**src/rtl/ps2_rx_fifo_pkg.sv**
```systemverilog
// Shared constants for the PS/2 receive path and its downstream scan-code logic.
package ps2_rx_fifo_pkg;

    localparam int         PS2_FRAME_BITS      = 11;
    localparam logic [7:0] BREAK               = 8'hF0;
    localparam logic [7:0] EXT                 = 8'hE0;
    localparam int         DEFAULT_TIMEOUT_CYC = 100000;

    // shift[0] is the start bit, shift[8:1] the byte, shift[9] the parity bit
    function automatic logic frame_ok(input logic [9:0] shift, input logic stop);
        return (shift[0] == 1'b0) && (^shift[9:1]) && stop;
    endfunction

endpackage

```
**src/rtl/ps2_rx_fifo_if.sv**
```systemverilog
// PS/2 pin and scan-code FIFO signals; slave is the receiver, master drives pins and pops.
interface ps2_rx_fifo_if;

    logic       ps2_clk;
    logic       ps2_data;
    logic [7:0] data;
    logic       ready;
    logic       nextdata_n;
    logic       overflow;
    logic       frame_err;

    modport master (
        output ps2_clk, ps2_data, nextdata_n,
        input  data, ready, overflow, frame_err
    );

    modport slave (
        input  ps2_clk, ps2_data, nextdata_n,
        output data, ready, overflow, frame_err
    );

endinterface

```
**src/rtl/ps2_byte_fifo.sv**
```systemverilog
// Small byte FIFO with extra-MSB pointers, head read combinationally, sticky overflow.
module ps2_byte_fifo #(
    parameter int DEPTH_LOG2 = 3,
    parameter int DATA_W     = 8
) (
    input  logic              clk,
    input  logic              clrn,
    input  logic              i_wr,
    input  logic [DATA_W-1:0] i_wdata,
    input  logic              i_pop,
    output logic [DATA_W-1:0] o_rdata,
    output logic              o_ready,
    output logic              o_overflow
);

    localparam int DEPTH = 1 << DEPTH_LOG2;

    logic [DATA_W-1:0]   r_mem [DEPTH];
    logic [DEPTH_LOG2:0] r_wptr;
    logic [DEPTH_LOG2:0] r_rptr;
    logic                r_ovf;
    logic                w_empty;
    logic                w_full;
    logic                w_pop;
    logic                w_push;

    assign w_empty = (r_wptr == r_rptr);
    assign w_full  = (r_wptr[DEPTH_LOG2] != r_rptr[DEPTH_LOG2]) &&
                     (r_wptr[DEPTH_LOG2-1:0] == r_rptr[DEPTH_LOG2-1:0]);
    assign w_pop   = i_pop & ~w_empty;
    // a pop in the same cycle frees the slot the write needs
    assign w_push  = i_wr & (~w_full | w_pop);

    assign o_rdata    = r_mem[r_rptr[DEPTH_LOG2-1:0]];
    assign o_ready    = ~w_empty;
    assign o_overflow = r_ovf;

    always_ff @(posedge clk or negedge clrn) begin
        if (!clrn) begin
            r_wptr <= '0;
            r_rptr <= '0;
            r_ovf  <= 1'b0;
            for (int i = 0; i < DEPTH; i++) r_mem[i] <= '0;
        end else begin
            if (w_push) begin
                r_mem[r_wptr[DEPTH_LOG2-1:0]] <= i_wdata;
                r_wptr                        <= r_wptr + 1'b1;
            end
            if (w_pop) begin
                r_rptr <= r_rptr + 1'b1;
            end
            if (w_pop) begin
                r_ovf <= 1'b0;
            end else if (i_wr && w_full) begin
                r_ovf <= 1'b1;
            end
        end
    end

endmodule

```
**src/rtl/ps2_rx_fifo.sv**
```systemverilog
// PS/2 device-to-host receiver: pin synchronisers, 11-bit deframer with timeout, byte FIFO.
module ps2_rx_fifo
    import ps2_rx_fifo_pkg::*;
#(
    parameter int DEPTH_LOG2  = 3,
    parameter int TIMEOUT_CYC = DEFAULT_TIMEOUT_CYC
) (
    input  logic          clk,
    input  logic          clrn,
    ps2_rx_fifo_if.slave  bus
);

    localparam int         TMO_W    = $clog2(TIMEOUT_CYC + 1);
    localparam logic [3:0] LAST_BIT = 4'(PS2_FRAME_BITS - 1);

    logic [2:0]       r_s;
    logic [1:0]       r_d;
    logic [3:0]       r_cnt;
    logic [9:0]       r_shift;
    logic [TMO_W-1:0] r_tmo;
    logic             r_ferr;
    logic             w_fall;
    logic             w_bit;
    logic             w_last;
    logic             w_good;
    logic             w_tmo_hit;

    assign w_fall    = r_s[2] & ~r_s[1];
    assign w_bit     = r_d[1];
    assign w_last    = w_fall && (r_cnt == LAST_BIT);
    assign w_good    = w_last && frame_ok(r_shift, w_bit);
    assign w_tmo_hit = (r_tmo == TMO_W'(TIMEOUT_CYC));

    always_ff @(posedge clk or negedge clrn) begin
        if (!clrn) begin
            r_s <= '0;
            r_d <= '0;
        end else begin
            r_s <= {r_s[1:0], bus.ps2_clk};
            r_d <= {r_d[0], bus.ps2_data};
        end
    end

    // Bit counter, inactivity timer and sticky framing error
    always_ff @(posedge clk or negedge clrn) begin
        if (!clrn) begin
            r_cnt  <= '0;
            r_tmo  <= '0;
            r_ferr <= 1'b0;
        end else if (w_fall) begin
            r_tmo <= '0;
            if (w_last) begin
                r_cnt <= '0;
                if (!w_good) r_ferr <= 1'b1;
            end else begin
                r_cnt <= r_cnt + 1'b1;
            end
        end else begin
            if (!w_tmo_hit) r_tmo <= r_tmo + 1'b1;
            if (w_tmo_hit && (r_cnt != '0)) r_cnt <= '0;
        end
    end

    // LSB-first: after ten bits the start bit has shifted down to [0]
    always_ff @(posedge clk) begin
        if (w_fall && !w_last) r_shift <= {w_bit, r_shift[9:1]};
    end

    ps2_byte_fifo #(
        .DEPTH_LOG2 (DEPTH_LOG2),
        .DATA_W     (8)
    ) u_fifo (
        .clk        (clk),
        .clrn       (clrn),
        .i_wr       (w_good),
        .i_wdata    (r_shift[8:1]),
        .i_pop      (~bus.nextdata_n),
        .o_rdata    (bus.data),
        .o_ready    (bus.ready),
        .o_overflow (bus.overflow)
    );

    assign bus.frame_err = r_ferr;

endmodule

```
**src/flat_wrapper.sv**
```systemverilog
// flat-port wrapper written by rule: the top's interface ports become plain ports
module ps2_rx_fifo_flat import ps2_rx_fifo_pkg::*;
#(
    parameter int DEPTH_LOG2  = 3,
    parameter int TIMEOUT_CYC = DEFAULT_TIMEOUT_CYC
)
  (clk, clrn, bus_ps2_clk, bus_ps2_data, bus_nextdata_n, bus_data, bus_ready, bus_overflow, bus_frame_err);
  ps2_rx_fifo_if bus_i ();
  input  logic clk;
  input  logic clrn;
  input wire logic [$bits(bus_i.ps2_clk)-1:0] bus_ps2_clk;
  input wire logic [$bits(bus_i.ps2_data)-1:0] bus_ps2_data;
  input wire logic [$bits(bus_i.nextdata_n)-1:0] bus_nextdata_n;
  output wire logic [$bits(bus_i.data)-1:0] bus_data;
  output wire logic [$bits(bus_i.ready)-1:0] bus_ready;
  output wire logic [$bits(bus_i.overflow)-1:0] bus_overflow;
  output wire logic [$bits(bus_i.frame_err)-1:0] bus_frame_err;
  assign bus_i.ps2_clk = bus_ps2_clk;
  assign bus_i.ps2_data = bus_ps2_data;
  assign bus_i.nextdata_n = bus_nextdata_n;
  assign bus_data = bus_i.data;
  assign bus_ready = bus_i.ready;
  assign bus_overflow = bus_i.overflow;
  assign bus_frame_err = bus_i.frame_err;
  ps2_rx_fifo #(.DEPTH_LOG2(DEPTH_LOG2), .TIMEOUT_CYC(TIMEOUT_CYC)) u_core (.clk(clk), .clrn(clrn), .bus(bus_i));
endmodule
```
**config.mk**
```make
export PLATFORM = sky130hd
export DESIGN_NAME = ps2_rx_fifo_flat
export DESIGN_NICKNAME = d
export VERILOG_FILES = /design/src/rtl/ps2_rx_fifo_pkg.sv /design/src/rtl/ps2_rx_fifo_if.sv /design/src/rtl/ps2_byte_fifo.sv /design/src/rtl/ps2_rx_fifo.sv /design/src/flat_wrapper.sv
export SDC_FILE = /design/constraint.sdc
export NUM_CORES = 1
export LEC_CHECK = 0
export BUFFER_PORTS_ARGS = -buffer_cell sky130_fd_sc_hd__buf_2
export CAP_MARGIN = 20
export CORE_MARGIN = 2
export CORE_UTILIZATION = 40
export CTS_CLUSTER_DIAMETER = 80
export DETAILED_ROUTE_END_ITERATION = 10
export GPL_ROUTABILITY_DRIVEN = 1
export PLACE_DENSITY = 0.55
export SLEW_MARGIN = 10
export SYNTH_ARGS = -nofsm -noshare
export SYNTH_HDL_FRONTEND = slang
export SYNTH_SLANG_ARGS = --single-unit
```
**constraint.sdc**
```tcl
create_clock -name clk -period 5.7 [get_ports clk]
set_input_delay 0.855 -clock clk [delete_from_list [all_inputs] [get_ports clk]]
set_output_delay 0.855 -clock clk [all_outputs]
set_load 0.01 [all_outputs]
```
Word level (Yosys, flattened, before mapping)
Index checks and enable logic that the tools add are counted.
W data, S select, Z words.
Word-level totals
  flip-flop bits (word level): 110
  input port bits: 5
  output and inout bits: 11
Operators by class
  $add $sub $neg: 4
  order comparisons: 3
  equality and inequality tests: 6
  muxes and demuxes: 13
  bitwise gates (word level): 12
  reduce and logical (&&, ||, !) cells: 15
Operators by type and width (count)
  $bwmux W64: 1
  $mux W17: 2
  $bmux W8 S3: 1
  $demux W8 S3: 1
  $mux W8: 3
  $add A17 B1 Y17 const B: 1
  $eq A17 B17 Y1 const B: 1
  $add A4 B1 Y4 const B: 3
  $mux W4: 3
  $logic_and A1 B1 Y1: 9
  $reduce_xor A9 Y1: 1
  $ge A4 B4 Y1 const B: 2
  $not A3 Y4: 2
  $not A1 Y1: 6
  $eq A4 B4 Y1: 1
  $eq A4 B4 Y1 const B: 1
  $lt A4 B1 Y1 const B: 1
  $reduce_bool A2 Y1: 2
  $reduce_bool A4 Y1: 1
  $and A1 B1 Y1: 3
  $eq A3 B3 Y1: 1
  $reduce_and A3 Y1: 1
  $mux W1: 2
  $ne A2 B1 Y1 const B: 1
  3 further kinds: 3

Logic depth before layout (Yosys ltp)
Gate-level depths: netlist of the first run.
  depth after elaboration: 7
  depth in mapped cells: 7
  mapped depth without buffers: 7

Cells and area by module
A second synthesis of the first run with hierarchy kept.
Second synthesis, totals
  cell total of the unflattened synthesis: 373
  area total of the unflattened synthesis: 5221.3 um^2
By module, submodules not included
  ps2_byte_fifo: instances 1, cells each 224, area each 3494.6 um^2, seq. area each 1826.8 um^2
  ps2_rx_fifo: instances 1, cells each 149, area each 1726.7 um^2, seq. area each 975.9 um^2

Worst setup path after synthesis of the first run
Ideal clock, no wire load.
  kind: reg-to-output
  from: register u_core.u_fifo.r_rptr[0]
  to: output port bus_data[0]
  arrival time: 1.964 ns
  slack: 2.881 ns
  stages on the path, launching flop included: 5
  buffers on the path: 2
  cell sequence: dfrtp_1 buf_2 buf_1 mux4_2 mux2_2
On the way
  longest elaborated chain between the ends: 4
RTL lines
  start, declared: RTL line ps2_byte_fifo.sv:20  | logic [DEPTH_LOG2:0] r_rptr;
  start signal, assigned: RTL line ps2_byte_fifo.sv:50  | r_rptr <= r_rptr + 1'b1;
  $not A3 Y4 (not written as such): RTL line ps2_byte_fifo.sv:34  | assign o_rdata = r_mem[r_rptr[DEPTH_LOG2-1:0]];
  $bmux W8 S3: RTL line ps2_byte_fifo.sv:34
  $mux W8 (not written as such) (2 in a row): RTL line ps2_byte_fifo.sv:34
  end, declared: RTL line flat_wrapper.sv:14  | output wire logic [$bits(bus_i.data)-1:0] bus_data;
No other way between the ends. The select of a mux whose other input is x is not followed.

Final worst setup path of the first run
  from: register u_core.u_fifo.r_rptr[1]
  to: output port bus_data[0]
Same word-level chain as after synthesis.

==> results of run 1 <==
[worst register-to-register path, stage by stage (launching register included)]
cell and delay [ns]:
sky130_fd_sc_hd__edfxtp_1 0.55, sky130_fd_sc_hd__xnor2_1 0.26, sky130_fd_sc_hd__xnor3_2 0.51, sky130_fd_sc_hd__xor2_2 0.26
sky130_fd_sc_hd__nor4_4 0.82, sky130_fd_sc_hd__mux2_2 0.41
[layout by cell type (no fill, tap or decap), types with 9 or more instances in the layout]
cell type / n
sky130_fd_sc_hd__mux2_2: 75
sky130_fd_sc_hd__mux4_2: 16
sky130_fd_sc_hd__buf_2: 14
sky130_fd_sc_hd__xnor2_1: 11
sky130_fd_sc_hd__nor2_1: 20
sky130_fd_sc_hd__edfxtp_1: 10
sky130_fd_sc_hd__nand3_1: 9
sky130_fd_sc_hd__dfrtp_1: 100
sky130_fd_sc_hd__nand2_1: 13
sky130_fd_sc_hd__clkbuf_16: 9
sky130_fd_sc_hd__xor2_1: 15
[power by group through the flow]
| stage | clock network, W | logic, W | registers [W] |
|---|---|---|---|
| 6_report | 0.000640 | 0.000278 | 0.000934 |
| 5_1_grt | 0.000693 | 0.000311 | 0.000945 |
| 4_1_cts | 0.000658 | 0.000287 | 0.000936 |
| 3_5_place_dp | 0 | 0.000287 | 0.000950 |
| 3_3_place_gp | 0 | 0.000281 | 0.000952 |
| 2_1_floorplan | 0 | 0.000262 | 0.000885 |
[cells by family after synthesis]
logic type	count (synthesis)
DFF	110
muxes	92
and+or+nand+nor	87
xor gates and xnor gates	30
buffers and inverters	28
AOI/OAI and AO/OA	18
adders and majority gates	7
[path summary, 6_finish.rpt]
kind | startpoint | end | slack (ns)
min | u_core.r_s[0]$_DFF_PN0_ | u_core.r_s[1]$_DFF_PN0_ | 0.35
max in group asynchronous | clrn | u_core.u_fifo.r_mem[44]$_DFFE_PN0P_ | 4.04
min in group asynchronous | clrn | u_core.r_cnt[3]$_DFFE_PN0P_ | 0.49
max reg2reg | u_core.r_shift[3]$_DFFE_PP_ | u_core.u_fifo.r_mem[6]$_DFFE_PN0P_ | 2.77
min reg2reg | u_core.r_s[0]$_DFF_PN0_ | u_core.r_s[1]$_DFF_PN0_ | 0.35
max | u_core.u_fifo.r_rptr[1]$_DFFE_PN0P_ | bus_data[0] | 2.65
[through the flow]
stage | power [W] | std cells
detailed placement | 0.00124 | 543
finish | 0.00185 | 559
floorplan | 0.00115 | 372
global placement | 0.00123 | 542
global route | 0.00195 | 559
CTS | 0.00188 | 559
[area by class of cell]
class	count	share of cell area
clock buffer	9	0.0394
clock inverter	7	0.0138
inverter	8	0.00526
multi-input combinational	234	0.393
sequential	110	0.491
tap	172	0.0377
timing repair buffer	19	0.0195
[layer usage]
| metal | vias to the layer above | track usage | share of wire |
|---|---|---|---|
| li1 | 1366 | - | - |
| met1 | 1491 | 0.233 | 0.51 |
| met2 | 39 | 0.215 | 0.45 |
| met3 | 11 | 0.0266 | 0.032 |
| met4 | 0 | 0.0565 | 0.015 |
| met5 | - | 0 | 0 |
[flip-flops by register name, summed over array words and instances (netlist names)]
signal / count
u_core.u_fifo.r_rptr: 4
u_core.u_fifo.r_wptr: 4
u_core.u_fifo.r_mem: 64
u_core.r_shift: 10
u_core.r_s: 3
u_core.bus.frame_err: 1
u_core.r_tmo: 17
u_core.r_d: 2
u_core.r_cnt: 4
u_core.u_fifo.o_overflow: 1
==> flow_summary.html, run 1 <==
<table>
<tr><th>Metric</th><th>Value</th></tr>
<tr><th colspan="2">Timing</th></tr>
<tr><td>Tightest Pin Transition</td><td>1.03 ns</td></tr>
<tr><td>Number of pins with negative max-slew slack in the final report</td><td>0</td></tr>
<tr><td>Clock Skews</td><td>0.0102 ns</td></tr>
<tr><td>Tmin final</td><td>3.05 ns</td></tr>
<tr><td>Slew margin rel.</td><td>0.310</td></tr>
<tr><td>Post-route fraction of the period consumed by the critical path</td><td>0.534</td></tr>
<tr><td>Final Setup Violations</td><td>0</td></tr>
<tr><td>Final critical-path setup slack</td><td>2.65 ns</td></tr>
<tr><td>Worst-case hold slack</td><td>0.351 ns</td></tr>
<tr><td>Maximum achievable frequency</td><td>328 MHz</td></tr>
<tr><td>Final hold violation count</td><td>0</td></tr>
<tr><td>Setup_tns</td><td>0 ns</td></tr>
<tr><td>RSZ-0062 raised after global routing</td><td>false</td></tr>
<tr><th colspan="2">Detailed routing</th></tr>
<tr><td>Average wire length per cell after detail routing</td><td>17.4 um</td></tr>
<tr><td>Number of vias per cell</td><td>between 5 and 6</td></tr>
<tr><td>Number of DRC markers in iteration 0</td><td>228</td></tr>
<tr><td>Antenna-violating nets left</td><td>0</td></tr>
<tr><td># DRC</td><td>0</td></tr>
<tr><td>Overall via count from detail_route</td><td>2907</td></tr>
<tr><td>Number of iterations in the first detailed-routing pass</td><td>4</td></tr>
<tr><td>Post-detailed-routing wire length</td><td>9.73 mm</td></tr>
<tr><th colspan="2">Clock network</th></tr>
<tr><td>Insertion delay of the later-clocked pin in the worst-skew pair</td><td>between 0.3 and 0.4 ns</td></tr>
<tr><td>Number of buffers created by CTS</td><td>9</td></tr>
<tr><td>Buffer depth of the longest clock path</td><td>2</td></tr>
<tr><td>Post-cts hold buffer count</td><td>0</td></tr>
<tr><td>Clk pin slew, worst setup/hold paths</td><td>around 0.080 ns</td></tr>
<tr><td>CTS H-tree depth</td><td>3</td></tr>
<tr><td>Number of instances resized during post-cts repair</td><td>0</td></tr>
<tr><td>Clock Tree Root</td><td>sky130_fd_sc_hd__clkbuf_16</td></tr>
<tr><td>CTS tree</td><td>yes</td></tr>
<tr><td># Post-CTS Setup Buffers</td><td>0</td></tr>
<tr><td>Clock sink count</td><td>110</td></tr>
<tr><th colspan="2">Logic synthesis</th></tr>
<tr><td>Synth Instances</td><td>372</td></tr>
<tr><td>Async set-reset flop share out of synthesis</td><td>0.909</td></tr>
<tr><td>Biggest area consumer among synthesized cells</td><td>sky130_fd_sc_hd__dfrtp_1</td></tr>
<tr><td>EDFF count, synth</td><td>10</td></tr>
<tr><td>Most common cell in the netlist</td><td>sky130_fd_sc_hd__dfrtp_1</td></tr>
<tr><td>Post-synthesis instance area</td><td>5170 sq um</td></tr>
<tr><td>Most used flip-flop cell after synthesis</td><td>sky130_fd_sc_hd__dfrtp_1</td></tr>
<tr><td>Flops &amp; latches, synth</td><td>110</td></tr>
<tr><td>Largest cells by area after synthesis</td><td>sky130_fd_sc_hd__dfrtp_1, sky130_fd_sc_hd__mux2_2, sky130_fd_sc_hd__mux4_2, sky130_fd_sc_hd__edfxtp_1, sky130_fd_sc_hd__xor2_1</td></tr>
<tr><td>Synthesis Warnings</td><td>0</td></tr>
<tr><td>Area share of fa/ha/maj cells after synthesis</td><td>0.0169</td></tr>
<tr><td>Commonest cells in the synthesized netlist</td><td>sky130_fd_sc_hd__dfrtp_1, sky130_fd_sc_hd__mux2_2, sky130_fd_sc_hd__nor2_1</td></tr>
<tr><td>Multiplexer share of the synthesized area</td><td>0.235</td></tr>
<tr><td>Count of cell types in the netlist</td><td>38</td></tr>
<tr><td>Area fraction in and, or, nand and nor cells after synthesis</td><td>0.106</td></tr>
<tr><td>Nets in the synthesized netlist</td><td>384</td></tr>
<tr><td>Post-synthesis share of cell area spent on xor and xnor gates</td><td>0.0581</td></tr>
<tr><td>Dominant combinational cell family by area after synthesis</td><td>multiplexers</td></tr>
<tr><td>Mean cell area of the mapped netlist</td><td>13.9 sq um</td></tr>
<tr><td>Sequential share of the synthesized area</td><td>0.542</td></tr>
<tr><td>Area share of the largest cell type after synthesis</td><td>0.484</td></tr>
<tr><td>Compound-gate portion of the synthesized area</td><td>0.0186</td></tr>
<tr><th colspan="2">Global routing</th></tr>
<tr><td>Overall fraction of global-route tracks in use</td><td>0.152</td></tr>
<tr><td>Initial antenna violation count</td><td>0</td></tr>
<tr><td>Global-route wire length before repair</td><td>around 16 mm</td></tr>
<tr><td>Number of global-route vias before repair</td><td>2941</td></tr>
<tr><td>Pin count of the biggest net entering global routing</td><td>60</td></tr>
<tr><td>Total congestion overflow after global routing</td><td>0</td></tr>
<tr><th colspan="2">Power and ir drop</th></tr>
<tr><td>Switching share of total power</td><td>0.288</td></tr>
<tr><td>Sequential fraction of design power</td><td>0.504</td></tr>
<tr><td>Static leakage power</td><td>2.59 nW</td></tr>
<tr><td>Peak supply drop</td><td>140 uV</td></tr>
<tr><td>Cell area power density</td><td>324 nW/um^2</td></tr>
<tr><td>Proportion of power drawn by combinational gates</td><td>0.150</td></tr>
<tr><td>Clock share of power</td><td>0.346</td></tr>
<tr><td>Net Switching</td><td>0.000534 W</td></tr>
<tr><td>Int Power</td><td>0.00132 W</td></tr>
<tr><th colspan="2">Floorplanning</th></tr>
<tr><td>Area of the die</td><td>roughly 14000 sq um</td></tr>
<tr><td>Die Span X</td><td>around 120 um</td></tr>
<tr><td>Initial core utilization</td><td>0.410</td></tr>
<tr><td>I/O pin cnt</td><td>16</td></tr>
<tr><td>Die Ht</td><td>118 um</td></tr>
<tr><td>Number of core rows</td><td>41</td></tr>
<tr><td>Core box area</td><td>12600 sq um</td></tr>
<tr><th colspan="2">Placed design</th></tr>
<tr><td>Number of port buffers</td><td>15</td></tr>
<tr><td>Placement-stage worst setup slack</td><td>around 2.8 ns</td></tr>
<tr><td>Detailed placer's ending HPWL</td><td>6.29 mm</td></tr>
<tr><td>Cell area after placement</td><td>5410 sq um</td></tr>
<tr><td>Final weighted congestion in routability-driven placement</td><td>between 0.7 and 0.8</td></tr>
<tr><th colspan="2">Cells and area</th></tr>
<tr><td>Register area</td><td>~2800 sq um</td></tr>
<tr><td>Fraction of the core area covered by cells at the end of the flow</td><td>0.452</td></tr>
<tr><td>Final Net Count</td><td>roughly 390</td></tr>
<tr><td>Final standard cell area without fillers</td><td>5710 sq um</td></tr>
<tr><td>Area Growth Syn to Fin</td><td>10.4%</td></tr>
<tr><td>Diode count</td><td>0</td></tr>
<tr><td>Fraction of final layout cells with drive strength greater than 1</td><td>0.357</td></tr>
<tr><td>Area taken by multi-input logic gates</td><td>2250 sq um</td></tr>
<tr><td>Fill count</td><td>1168</td></tr>
<tr><th colspan="2">Critical path</th></tr>
<tr><td>Number of buffer and inverter stages on the critical path</td><td>1</td></tr>
<tr><td>Crit end category</td><td>primary output</td></tr>
<tr><td>Kind of cell adding the most delay to the critical path</td><td>flip-flops</td></tr>
<tr><td>Stages on worst setup path</td><td>3</td></tr>
<tr><td>Depth of the worst register-to-register path</td><td>5</td></tr>
<tr><td>Largest incremental delay on the critical path</td><td>0.98 ns</td></tr>
<tr><td>Worst path cell trace</td><td>mux4_2 &gt; mux2_2 &gt; buf_2</td></tr>
<tr><td>Crit Path Category</td><td>flip-flop to primary output</td></tr>
<tr><td>Crit path max fanout</td><td>20</td></tr>
<tr><td>Arrival time reported for the critical path endpoint</td><td>2.19 ns</td></tr>
<tr><td>Startpoint types</td><td>flip-flop</td></tr>
<tr><td>Required time of the worst setup path</td><td>between 4 and 5 ns</td></tr>
<tr><td>Cell with the biggest individual delay on the critical path</td><td>sky130_fd_sc_hd__dfrtp_1</td></tr>
<tr><th colspan="2">Worst hold path</th></tr>
<tr><td>Worst hold path stage count</td><td>0</td></tr>
<tr><td>Class of the tightest hold or removal check</td><td>flip-flop to flip-flop</td></tr>
<tr><th colspan="2">Status</th></tr>
<tr><td>Outcome</td><td>completed</td></tr>
<tr><th colspan="2">Run</th></tr>
<tr><td>Max-cap check violation count</td><td>0</td></tr>
</table>
Note: power is estimated with default switching activity, not from simulation.
==> run 2: changes to the inputs <==
==> constraint.sdc (replaced) <==
create_clock -name clk -period 3 [get_ports clk]
set_input_delay 0.45 -clock clk [delete_from_list [all_inputs] [get_ports clk]]
set_output_delay 0.45 -clock clk [all_outputs]
set_load 0.01 [all_outputs]
==> run 2 against run 1 <==
- critical path depth rose by 2
- flip-flop and latch count did not move
- final cell count rose by 2.3%
- count of clock-buffer cells in the layout rose by 1
- sequential power rose by 81%
- hold slack got worse by 0.30 ns
- combinational power rose by 130%
- global-route usage rose by 0.23 points
- critical endpoint is now u_core.u_fifo.r_mem[47]$_DFFE_PN0P_
- setup slack got worse by 2.3 ns
- total power rose by 89%
- die area did not move
==> flow_summary.html, run 2 (synthesized netlist as in run 1, its figures left out) <==
<table>
<tr><th>Metric</th><th>Value</th></tr>
<tr><th colspan="2">Floorplanning</th></tr>
<tr><td>Initial core utilization</td><td>0.410 (unchanged)</td></tr>
<tr><td>Core box area</td><td>12600 sq um (unchanged)</td></tr>
<tr><td>I/O pin cnt</td><td>16 (unchanged)</td></tr>
<tr><td>Number of core rows</td><td>41 (unchanged)</td></tr>
<tr><td>Die Ht</td><td>118 um (unchanged)</td></tr>
<tr><td>Die Span X</td><td>118 um (unchanged)</td></tr>
<tr><td>Area of the die</td><td>13900 sq um (unchanged)</td></tr>
<tr><th colspan="2">Timing</th></tr>
<tr><td>Setup_tns</td><td>0 ns (unchanged)</td></tr>
<tr><td>Final hold violation count</td><td>0 (unchanged)</td></tr>
<tr><td>Maximum achievable frequency</td><td>roughly 380 MHz</td></tr>
<tr><td>Number of pins with negative max-slew slack in the final report</td><td>0 (unchanged)</td></tr>
<tr><td>Tightest Pin Transition</td><td>0.506 ns (-0.519 ns)</td></tr>
<tr><td>RSZ-0062 raised after global routing</td><td>false</td></tr>
<tr><td>Final Setup Violations</td><td>0 (unchanged)</td></tr>
<tr><td>Slew margin rel.</td><td>0.662 (+0.352)</td></tr>
<tr><td>Clock Skews</td><td>0.00524 ns (-0.00498 ns)</td></tr>
<tr><td>Post-route fraction of the period consumed by the critical path</td><td>0.880</td></tr>
<tr><td>Tmin final</td><td>2.64 ns</td></tr>
<tr><th colspan="2">Power and ir drop</th></tr>
<tr><td>Cell area power density</td><td>604 nW/um^2 (+86%)</td></tr>
<tr><td>Static leakage power</td><td>2.67 nW (+2.9%)</td></tr>
<tr><td>Total power</td><td>0.00351 W (+89%)</td></tr>
<tr><td>Peak supply drop</td><td>312 uV (+120%)</td></tr>
<tr><th colspan="2">Cells and area</th></tr>
<tr><td>Fraction of final layout cells with drive strength greater than 1</td><td>0.378 (+0.0209)</td></tr>
<tr><td>Diode count</td><td>0 (unchanged)</td></tr>
<tr><td>Final Net Count</td><td>407 (+3.3%)</td></tr>
<tr><td>Max FFs per register</td><td>64 (unchanged)</td></tr>
<tr><td>Top reg by flops</td><td>u_core.u_fifo.r_mem</td></tr>
<tr><td>Area Growth Syn to Fin</td><td>12.2%</td></tr>
<tr><td>Registers with the highest flip-flop counts</td><td>u_core.u_fifo.r_mem: 64 flops, u_core.r_tmo: 17 flops, u_core.r_shift: 10 flops</td></tr>
<tr><td>Most frequent cells in the layout</td><td>sky130_fd_sc_hd__dfrtp_1, sky130_fd_sc_hd__mux2_2, sky130_fd_sc_hd__nor2_1</td></tr>
<tr><td>Most frequent standard cell in the layout excluding fill and tap cells</td><td>sky130_fd_sc_hd__dfrtp_1</td></tr>
<tr><th colspan="2">Critical path</th></tr>
<tr><td>Worst path cell trace</td><td>xnor2_1 &gt; xnor3_2 &gt; xnor2_2 &gt; nand4_2 &gt; mux2_2</td></tr>
<tr><td>Number of buffer and inverter stages on the critical path</td><td>0 (-1)</td></tr>
<tr><td>Minimum setup slack among reg-to-reg paths</td><td>0.36 ns (-2.41 ns)</td></tr>
<tr><td>Crit end category</td><td>flip-flop</td></tr>
<tr><td>Startpoint types</td><td>flip-flop</td></tr>
<tr><td>Cell with the biggest individual delay on the critical path</td><td>sky130_fd_sc_hd__edfxtp_1</td></tr>
<tr><td>Crit Path Category</td><td>flip-flop to flip-flop</td></tr>
<tr><td>Depth of the worst register-to-register path</td><td>5 (unchanged)</td></tr>
<tr><td>Arrival time reported for the critical path endpoint</td><td>2.88 ns (+0.69 ns)</td></tr>
<tr><td>Largest incremental delay on the critical path</td><td>0.53 ns (-0.45 ns)</td></tr>
<tr><td>Crit path max fanout</td><td>10 (-50%)</td></tr>
<tr><td>Stages on worst setup path</td><td>5 (+2)</td></tr>
<tr><td>Required time of the worst setup path</td><td>3.24 ns (-1.61 ns)</td></tr>
<tr><td>Kind of cell adding the most delay to the critical path</td><td>XOR/XNOR gates</td></tr>
<tr><th colspan="2">Global routing</th></tr>
<tr><td>Overall fraction of global-route tracks in use</td><td>0.154 (+0.00230)</td></tr>
<tr><td>Pin count of the biggest net entering global routing</td><td>65 (+8.3%)</td></tr>
<tr><td>Global-route wire length before repair</td><td>16.5 mm (+1.3%)</td></tr>
<tr><td>Total congestion overflow after global routing</td><td>0 (unchanged)</td></tr>
<tr><td>Number of global-route vias before repair</td><td>3021 (+2.7%)</td></tr>
<tr><td>Initial antenna violation count</td><td>0 (unchanged)</td></tr>
<tr><th colspan="2">Worst hold path</th></tr>
<tr><td>Class of the tightest hold or removal check</td><td>input port to async pin</td></tr>
<tr><th colspan="2">Clock network</th></tr>
<tr><td>CTS H-tree depth</td><td>3 (unchanged)</td></tr>
<tr><td>Number of buffers created by CTS</td><td>9 (unchanged)</td></tr>
<tr><td>Number of instances resized during post-cts repair</td><td>0 (unchanged)</td></tr>
<tr><td># Post-CTS Setup Buffers</td><td>0 (unchanged)</td></tr>
<tr><td>Clk pin slew, worst setup/hold paths</td><td>0.07 ns (about the same)</td></tr>
<tr><td>Post-cts hold buffer count</td><td>0 (unchanged)</td></tr>
<tr><td>Clock Tree Root</td><td>sky130_fd_sc_hd__clkbuf_16</td></tr>
<tr><td>Clock sink count</td><td>110 (unchanged)</td></tr>
<tr><td>Insertion delay of the later-clocked pin in the worst-skew pair</td><td>0.35 ns (about the same)</td></tr>
<tr><td>Buffer depth of the longest clock path</td><td>2 (unchanged)</td></tr>
<tr><td>CTS tree</td><td>yes</td></tr>
<tr><th colspan="2">Detailed routing</th></tr>
<tr><td>Number of DRC markers in iteration 0</td><td>183 (-20%)</td></tr>
<tr><td>Antenna-violating nets left</td><td>0 (unchanged)</td></tr>
<tr><td>Overall via count from detail_route</td><td>2946 (+1.3%)</td></tr>
<tr><td>Post-detailed-routing wire length</td><td>9.96 mm (+2.3%)</td></tr>
<tr><td># DRC</td><td>0 (unchanged)</td></tr>
<tr><td>Number of vias per cell</td><td>5.15 (-0.96%)</td></tr>
<tr><td>Average wire length per cell after detail routing</td><td>17.4 um (about the same)</td></tr>
<tr><td>Number of iterations in the first detailed-routing pass</td><td>6 (+2)</td></tr>
<tr><th colspan="2">Placed design</th></tr>
<tr><td>Number of port buffers</td><td>15 (unchanged)</td></tr>
<tr><td>Detailed placer's ending HPWL</td><td>6.53 mm (+3.7%)</td></tr>
<tr><td>Final weighted congestion in routability-driven placement</td><td>0.753 (-2.9%)</td></tr>
<tr><th colspan="2">Run</th></tr>
<tr><td>Max-cap check violation count</td><td>0 (unchanged)</td></tr>
<tr><th colspan="2">Status</th></tr>
<tr><td>Outcome</td><td>completed</td></tr>
</table>
[run 2: changes by cell type in the layout (fill, tap and decap cells not counted), sizes merged]
cell | previous run | this run
bufinv | 1 | 0
inv | 11 | 12
clkinv | 1 | 2
clkbuf | 9 | 10
buf | 19 | 32
clkinvlp | 2 | 0
[run 2: metal layers]
metal | up-vias | GRT usage | wire length (um)
met1 | 1528 | 0.226 | 5080
met4 | 0 | 0.0520 | 129
met3 | 12 | 0.0354 | 240
met5 | - | 0 | 0
li1 | 1380 | - | -
met2 | 26 | 0.226 | 4510
[run 2: final timing paths]
path	from	endpoint
min in group clk	bus_ps2_clk	u_core.r_s[0]$_DFF_PN0_
max reg2reg	u_core.r_shift[3]$_DFFE_PP_	u_core.u_fifo.r_mem[47]$_DFFE_PN0P_
max in group asynchronous	clrn	u_core.u_fifo.r_mem[55]$_DFFE_PN0P_
min	clrn	u_core.r_cnt[2]$_DFFE_PN0P_
min reg2reg	u_core.r_s[0]$_DFF_PN0_	u_core.r_s[1]$_DFF_PN0_
max	u_core.r_shift[3]$_DFFE_PP_	u_core.u_fifo.r_mem[47]$_DFFE_PN0P_
[run 2: power by group]
| part | switching, W | internal, W |
|---|---|---|
| registers | 0.000103 | 0.00159 |
| logic | 0.000370 | 0.000275 |
| clock network | 0.000549 | 0.000618 |
| total | 0.00102 | 0.00248 |
[run 2: stage by stage]
| stage | utilization | worst slack [ns] | hold WS [ns] | instance area, sq um | instances |
|---|---|---|---|---|---|
| global placement | 0.437 | 0.350 | 0.334 | 5510 | 556 |
| CTS | 0.460 | 0.339 | 0.0681 | 5800 | 572 |
| detailed placement | 0.437 | 0.348 | 0.339 | 5510 | 556 |
| finish | 0.460 | 0.361 | 0.0524 | 5800 | 572 |
| global route | 0.460 | 0.193 | 0.0915 | 5800 | 572 |
| floorplan | - | 0.563 | 0.154 | 5170 | 372 |
[run 2: layout make-up]
class	count	area (sq um)
inverter	8	30.0
sequential	110	2800
timing repair buffer	32	218
tap	172	215
fill	1162	6820
clock inverter	6	40.0
multi-input combinational	234	2250
clock buffer	10	250
